==> src/rtl/simple_fixed_2_pipe.sv <==
// Shift/rotate execution pipe for the SPU even pipeline.
// Computes halfword/word shift, rotate and rotate-and-mask results from
// register or 7-bit immediate counts. Results then pass through DEPTH staging
// registers that can be stalled. Every stage is exported for forwarding, and
// stage WB_STAGE drives register-file write back.
// Vectors use big-endian numbering (bit 0 = MSB). Element arithmetic works on
// an ordinary descending copy of each operand, which has the same numeric value.
module simple_fixed_2_pipe #(
  parameter int DATA_WIDTH = 128,
  parameter int ADDR_WIDTH = 7,
  parameter int DEPTH      = 4,
  parameter int WB_STAGE   = 2
) (
  input  logic                                  clock,
  input  logic                                  reset,
  input  logic                                  stall,
  input  logic [0:10]                           op_code,
  input  logic [2:0]                            instr_format,
  input  logic [0:ADDR_WIDTH-1]                 dest_reg_addr,
  input  logic [0:DATA_WIDTH-1]                 src_reg_a,
  input  logic [0:DATA_WIDTH-1]                 src_reg_b,
  input  logic [0:17]                           imm_value,
  input  logic                                  enable_reg_write,
  input  logic                                  branch_is_taken,
  output logic [0:DATA_WIDTH-1]                 wb_data,
  output logic [0:ADDR_WIDTH-1]                 wb_reg_addr,
  output logic                                  wb_enable_reg_write,
  output logic [DEPTH-1:0][0:DATA_WIDTH-1]      delayed_rt_data,
  output logic [DEPTH-1:0][0:ADDR_WIDTH-1]      delayed_rt_addr,
  output logic [DEPTH-1:0]                      delayed_enable_reg_write
);

  localparam int NUM_HW = DATA_WIDTH / 16;
  localparam int NUM_WD = DATA_WIDTH / 32;

  // The low two opcode bits select the operation kind in both the halfword
  // and the word groups.
  typedef enum logic [1:0] {
    K_ROT   = 2'b00,
    K_ROTM  = 2'b01,
    K_ROTMA = 2'b10,
    K_SHL   = 2'b11
  } kind_t;

  // Halfword operation with a 7-bit raw count.
  function automatic logic [15:0] hw_op(input kind_t kind, input logic [15:0] a,
                                        input logic [6:0] c);
    logic [6:0]  s;
    logic [6:0]  amt;
    logic [31:0] rot;
    logic [15:0] r;
    s   = c & 7'h1F;
    amt = (7'd0 - c) & 7'h1F;
    rot = {a, a} << c[3:0];
    r   = 16'd0;
    case (kind)
      K_SHL:   r = (s >= 7'd16) ? 16'd0 : (a << s);
      K_ROT:   r = rot[31:16];
      K_ROTM:  r = (amt >= 7'd16) ? 16'd0 : (a >> amt);
      K_ROTMA: r = (amt >= 7'd16) ? {16{a[15]}} : 16'($signed(a) >>> amt);
      default: r = 16'd0;
    endcase
    return r;
  endfunction

  // Word operation with a 7-bit raw count.
  function automatic logic [31:0] wd_op(input kind_t kind, input logic [31:0] a,
                                        input logic [6:0] c);
    logic [6:0]  s;
    logic [6:0]  amt;
    logic [63:0] rot;
    logic [31:0] r;
    s   = c & 7'h3F;
    amt = (7'd0 - c) & 7'h3F;
    rot = {a, a} << c[4:0];
    r   = 32'd0;
    case (kind)
      K_SHL:   r = (s >= 7'd32) ? 32'd0 : (a << s);
      K_ROT:   r = rot[63:32];
      K_ROTM:  r = (amt >= 7'd32) ? 32'd0 : (a >> amt);
      K_ROTMA: r = (amt >= 7'd32) ? {32{a[31]}} : 32'($signed(a) >>> amt);
      default: r = 32'd0;
    endcase
    return r;
  endfunction

  logic [DATA_WIDTH-1:0] a_flat;
  logic [DATA_WIDTH-1:0] b_flat;
  logic [DATA_WIDTH-1:0] res_hw;
  logic [DATA_WIDTH-1:0] res_wd;
  logic [0:DATA_WIDTH-1] result;
  logic [6:0]            imm_cnt;
  logic                  supported;
  logic                  is_hw;
  logic                  is_imm;
  kind_t                 kind;
  logic                  bubble;
  logic                  unused_bits;

  assign a_flat  = src_reg_a;
  assign b_flat  = src_reg_b;
  assign imm_cnt = imm_value[11:17];

  // Only the low 7 count bits matter; upper immediate and rb bits are ignored.
  assign unused_bits = ^{imm_value[0:10], src_reg_b};

  // Opcode decode: element size, count source and operation kind.
  always_comb begin
    supported = 1'b1;
    is_hw     = 1'b0;
    is_imm    = 1'b0;
    kind      = K_ROT;
    case (op_code)
      11'b00001011111: begin is_hw = 1'b1;                 kind = K_SHL;   end
      11'b00001011100: begin is_hw = 1'b1;                 kind = K_ROT;   end
      11'b00001011101: begin is_hw = 1'b1;                 kind = K_ROTM;  end
      11'b00001011110: begin is_hw = 1'b1;                 kind = K_ROTMA; end
      11'b00001111111: begin is_hw = 1'b1; is_imm = 1'b1;  kind = K_SHL;   end
      11'b00001111100: begin is_hw = 1'b1; is_imm = 1'b1;  kind = K_ROT;   end
      11'b00001111101: begin is_hw = 1'b1; is_imm = 1'b1;  kind = K_ROTM;  end
      11'b00001111110: begin is_hw = 1'b1; is_imm = 1'b1;  kind = K_ROTMA; end
      11'b00001011011: begin                               kind = K_SHL;   end
      11'b00001011000: begin                               kind = K_ROT;   end
      11'b00001011001: begin                               kind = K_ROTM;  end
      11'b00001011010: begin                               kind = K_ROTMA; end
      11'b00001111011: begin is_imm = 1'b1;                kind = K_SHL;   end
      11'b00001111000: begin is_imm = 1'b1;                kind = K_ROT;   end
      11'b00001111001: begin is_imm = 1'b1;                kind = K_ROTM;  end
      11'b00001111010: begin is_imm = 1'b1;                kind = K_ROTMA; end
      default:         supported = 1'b0;
    endcase
  end

  // Per-element datapath for both element sizes; decode picks one.
  always_comb begin
    res_hw = '0;
    res_wd = '0;
    for (int i = 0; i < NUM_HW; i++) begin
      res_hw[16*i +: 16] = hw_op(kind, a_flat[16*i +: 16],
                                 is_imm ? imm_cnt : b_flat[16*i +: 7]);
    end
    for (int j = 0; j < NUM_WD; j++) begin
      res_wd[32*j +: 32] = wd_op(kind, a_flat[32*j +: 32],
                                 is_imm ? imm_cnt : b_flat[32*j +: 7]);
    end
    result = is_hw ? res_hw : res_wd;
  end

  // Nops, other formats, unsupported opcodes and killed instructions all
  // enter the pipe as an all-zero bubble.
  assign bubble = (instr_format != 3'd0) || branch_is_taken || !supported;

  // Staging pipeline: stage 0 captures the issue slot, later stages shift.
  always_ff @(posedge clock or posedge reset) begin
    if (reset) begin
      delayed_rt_data          <= '0;
      delayed_rt_addr          <= '0;
      delayed_enable_reg_write <= '0;
    end else if (!stall) begin
      for (int k = DEPTH - 1; k > 0; k--) begin
        delayed_rt_data[k]          <= delayed_rt_data[k-1];
        delayed_rt_addr[k]          <= delayed_rt_addr[k-1];
        delayed_enable_reg_write[k] <= delayed_enable_reg_write[k-1];
      end
      if (bubble) begin
        delayed_rt_data[0]          <= '0;
        delayed_rt_addr[0]          <= '0;
        delayed_enable_reg_write[0] <= 1'b0;
      end else begin
        delayed_rt_data[0]          <= result;
        delayed_rt_addr[0]          <= dest_reg_addr;
        delayed_enable_reg_write[0] <= enable_reg_write;
      end
    end
  end

  assign wb_data             = delayed_rt_data[WB_STAGE];
  assign wb_reg_addr         = delayed_rt_addr[WB_STAGE];
  assign wb_enable_reg_write = delayed_enable_reg_write[WB_STAGE];

endmodule

==> config.mk <==
export PLATFORM = sky130hd
export DESIGN_NAME = simple_fixed_2_pipe
export DESIGN_NICKNAME = d
export VERILOG_FILES = /design/src/rtl/simple_fixed_2_pipe.sv
export SDC_FILE = /design/constraint.sdc
export NUM_CORES = 2
export LEC_CHECK = 0
export CAP_MARGIN = 10
export CORE_MARGIN = 2
export CORE_UTILIZATION = 30
export CTS_CLUSTER_SIZE = 24
export DETAILED_ROUTE_END_ITERATION = 8
export PLACE_DENSITY_LB_ADDON = 0.15
export SETUP_SLACK_MARGIN = 0.1
export SYNTH_ARGS = -nofsm -noshare
export SYNTH_HDL_FRONTEND = slang
export SYNTH_SLANG_ARGS = --single-unit
==> constraint.sdc <==
create_clock -name clock -period 20.5 [get_ports clock]
set_input_delay 6.15 -clock clock [delete_from_list [all_inputs] [get_ports clock]]
set_output_delay 6.15 -clock clock [all_outputs]
set_load 0.02 [all_outputs]
==> results.md <==
* DRT Pass-1 Iters at 7
* Max-cap viol count at 0
* IO Count at 980
* Chip width at 456 um
* Final count of hold timing violations at 0
* CTS Hold Buffers Added at 0
* Post-synthesis xor/xnor area fraction at 0.00668
* Final core occ at 0.365
* Worst Setup End Kind: register
* FF-to-FF End: delayed_rt_data[99]
* Simple-gate share of the synthesized area at 0.179
* Slew Limit Headroom at 0.0698
* Clock transition at path regs at 60 ps
* Status: finished clean
* Synth top area cells: dfrtp_1, mux2_2, mux2i_1, nand2_1, a21oi_1
* Final worst-path cycle share at 0.653
* Hold/Removal Path Class: reg -> reg
* Wire length of the first global-routing pass at 553 mm
* Power share of the sequential group at 0.280
* Routed vias/inst at 6.65
* NumNets Final at 8520
* GPL Wtd Cong at 1.03
* CP Class: in -> reg
* Share of layout cells above drive strength 1 at 0.137
* Clk_lat worst skew at 740 ps
* Initial Util at 0.302
* Top Usage Layer GRT: met2
* Synthesized net count at 8231
* Die Y at 456 um
* Post-synth ARST share at 1.00
* Register-to-register setup slack at 18570 ps
* WL per Instance at 36.4 um
* Largest stage delay on the critical path at 1030 ps
* Clock share of power at 0.353
* Commonest non-fill, non-tap cell in the layout: nand2_1
* Grt met3 use at 0.0822
* Area fraction in compound gates after synthesis at 0.313
* R2R depth at 5
* CTS tree: done
* Core Rows at 165
* Logic pwr share at 0.368
* Hold Path Stages at 1
* Worst path top cell family by delay: simple AND/OR/NAND/NOR gates
* FMAX at 74.7 MHz
* HP Start: delayed_rt_data[424]
* Clock Sinks at 544
* Routed Antenna Nets at 0
* Clock skew at 39.8 ps
* Top-area cell type share of the netlist area at 0.222
* Buffers plus inverters on the worst setup path at 3
* CP max stage cell: ha_1
* Slew @ Worst Pin at 1380 ps
* Multiplexer area fraction after synthesis at 0.198
* Setup TNS Final at 0 ps
* Global Route met1 Usage at 0.470
* Final WL at 399 mm
* Core Box Area at 203000 sq um
* Post-CTS resize count at 0
* Crit path time final at 13390 ps
* Fill cells at 21400
* HPWL after DPL at 295 mm
* Cells after Synth at 7919
* Vias in the first global route at 67600
* PwrDens at 51.9 nW/um^2
* Setup bufs post-CTS at 0
* Sequential cell area fraction in the yosys report at 0.222
* Leak pwr at 29.8 nW
* Total track usage at 0.365
* CTS root buf: clkbuf_16
* Vias post-DR at 72900
* Yosys reg bits at 544
* Required time worst endpoint at 21100 ps
* Syn avg cell area at 7.73 sq um
* Worst VDD drop at 0.0718 mV
* Sw frac at 0.397
* Unrepaired setup endpoints after global routing: false
* Initial antenna violation count at 58
* DR iter-0 viols at 9897
* Post-synth EDFFs at 0
* Slew Limit Fails at 0
* Synth Area in Adders at 0.00245
* WP data arrival at 13980 ps
* Syn. warnings at 0
* Setup crit start kind: input port
* Max Fanout on Critical Path at 24
* Reg2reg start: delayed_rt_data[99]
* Grt ovf at 0
* NetSw at 1.52 mW
* Grt met2 use at 0.562
* Most used DFF post-synth: dfrtp_1
* Final setup viols at 0
* Post-synth top area cell: dfrtp_1
* Unique cell type count in the Yosys netlist at 109
* CP Cell Sequence: clkdlybuf4s50_1 > and4bb_4 > and3_2 > a21o_1 > inv_1 > ha_1 > clkinv_1 > mux4_2 > mux2i_1 > a221oi_1 > nor4_1 > nor3_1 > a22o_1
* Combinational family with the most area after synthesis: compound AO/OA/AOI/OAI gates
* H-Tree Depth at 3
* Pin count of the biggest net entering global routing at 110
* Die area at 208000 sq um
* Cts bufs inserted at 72
* Pint at 2.32 mW
* Most frequent cells in the layout: nand2_1, clkdlybuf4s50_1, a21oi_1
* Synth Cell Area at 61200 sq um
* DRC at 0
* CTS max path bufs at 3
* WHS Endpoint: delayed_rt_data[424]
* IO Port Bufs at 883
* Layout area overhead at 20.8%
-- per-stage QoR --
stage / worst slack (ps) / hold WS (ps) / cell area (sq um) / instances / power [mW]
after floorplan: 6950 / 604 / 61300 / 7919 / 1.93
after global placement: 6650 / 488 / 71400 / 10800 / 2.45
after detailed placement: 6700 / 491 / 71400 / 10800 / 2.44
after CTS: 7430 / 503 / 73900 / 10900 / 3.82
after global routing: 7000 / 509 / 74000 / 11000 / 3.97
final: 7110 / 499 / 74000 / 11000 / 3.84
-- logic make-up after synthesis --
logic type,Yosys count
xor+xnor,45
fa+ha+maj,12
simple gates,2407
mux,1060
buf+inv,1024
compound gates,2827
flops,544
-- metal layers --
layer / share of wire / up-vias
met5: 0.00058 / -
met4: 0.061 / 26
met3: 0.096 / 964
met2: 0.44 / 4691
met1: 0.40 / 36500
li1: - / 30700
-- cells in the mapped netlist, drive strengths merged, types with 74 or more instances --
library cell and instances:
a22oi 194, a211oi 224, and3 83, nand3 261
nand2 1015, a31oi 157, nor3 203, nand2b 137
o21ai 503, a311oi 118, dfrtp 544, buf 434
o211ai 115, clkbuf 522, a221oi 74, nor2 454
a21oi 662, mux2 500, mux2i 490
-- flip-flops by register name, summed over array words and instances, names as in the netlist --
| signal | flops |
|---|---|
| delayed_enable_reg_write | 4 |
| delayed_rt_data | 384 |
| delayed_rt_addr | 21 |
| wb_data | 128 |
| wb_reg_addr | 7 |
-- power by group through the flow --
stage          combinational, mW  clock (mW)  sequential [mW]
2_1_floorplan              0.831           0             1.10
3_3_place_gp                1.36           0             1.09
3_5_place_dp                1.35           0             1.09
4_1_cts                     1.36        1.39             1.07
5_1_grt                     1.46        1.44             1.07
6_report                    1.41        1.35             1.08
-- area by class of cell --
class                      count  area (sq um)  share of cell area
timing repair buffer        1171         11000               0.149
clock buffer                 102          2070              0.0279
antenna                       28          70.1            0.000947
multi-input combinational   6351         43200               0.583
sequential                   544         13600               0.184
inverter                      68           259             0.00350
tap                         2672          3340              0.0452
clock inverter                28           429             0.00580
-- worst max path at each step --
stage	start	endpoint	slack, ps	cells past startpoint
6_report	op_code[7]	delayed_rt_data[80]	7110	13
5_1_grt	op_code[7]	delayed_rt_data[80]	7000	13
4_1_cts	op_code[7]	delayed_rt_data[80]	7430	13
3_5_place_dp	op_code[7]	delayed_rt_data[80]	6700	13
3_3_place_gp	op_code[7]	delayed_rt_data[80]	6650	13
2_1_floorplan	reset	delayed_enable_reg_write[0]	6950	1
-- worst register-to-register path: stages, from the launching register on --
cell     delay [ps]
dfrtp_1         450
a32oi_1         300
nand2_1         120
a311o_1         360
a41oi_1         380
a31oi_1         150
(Power assumes the default switching activity.)
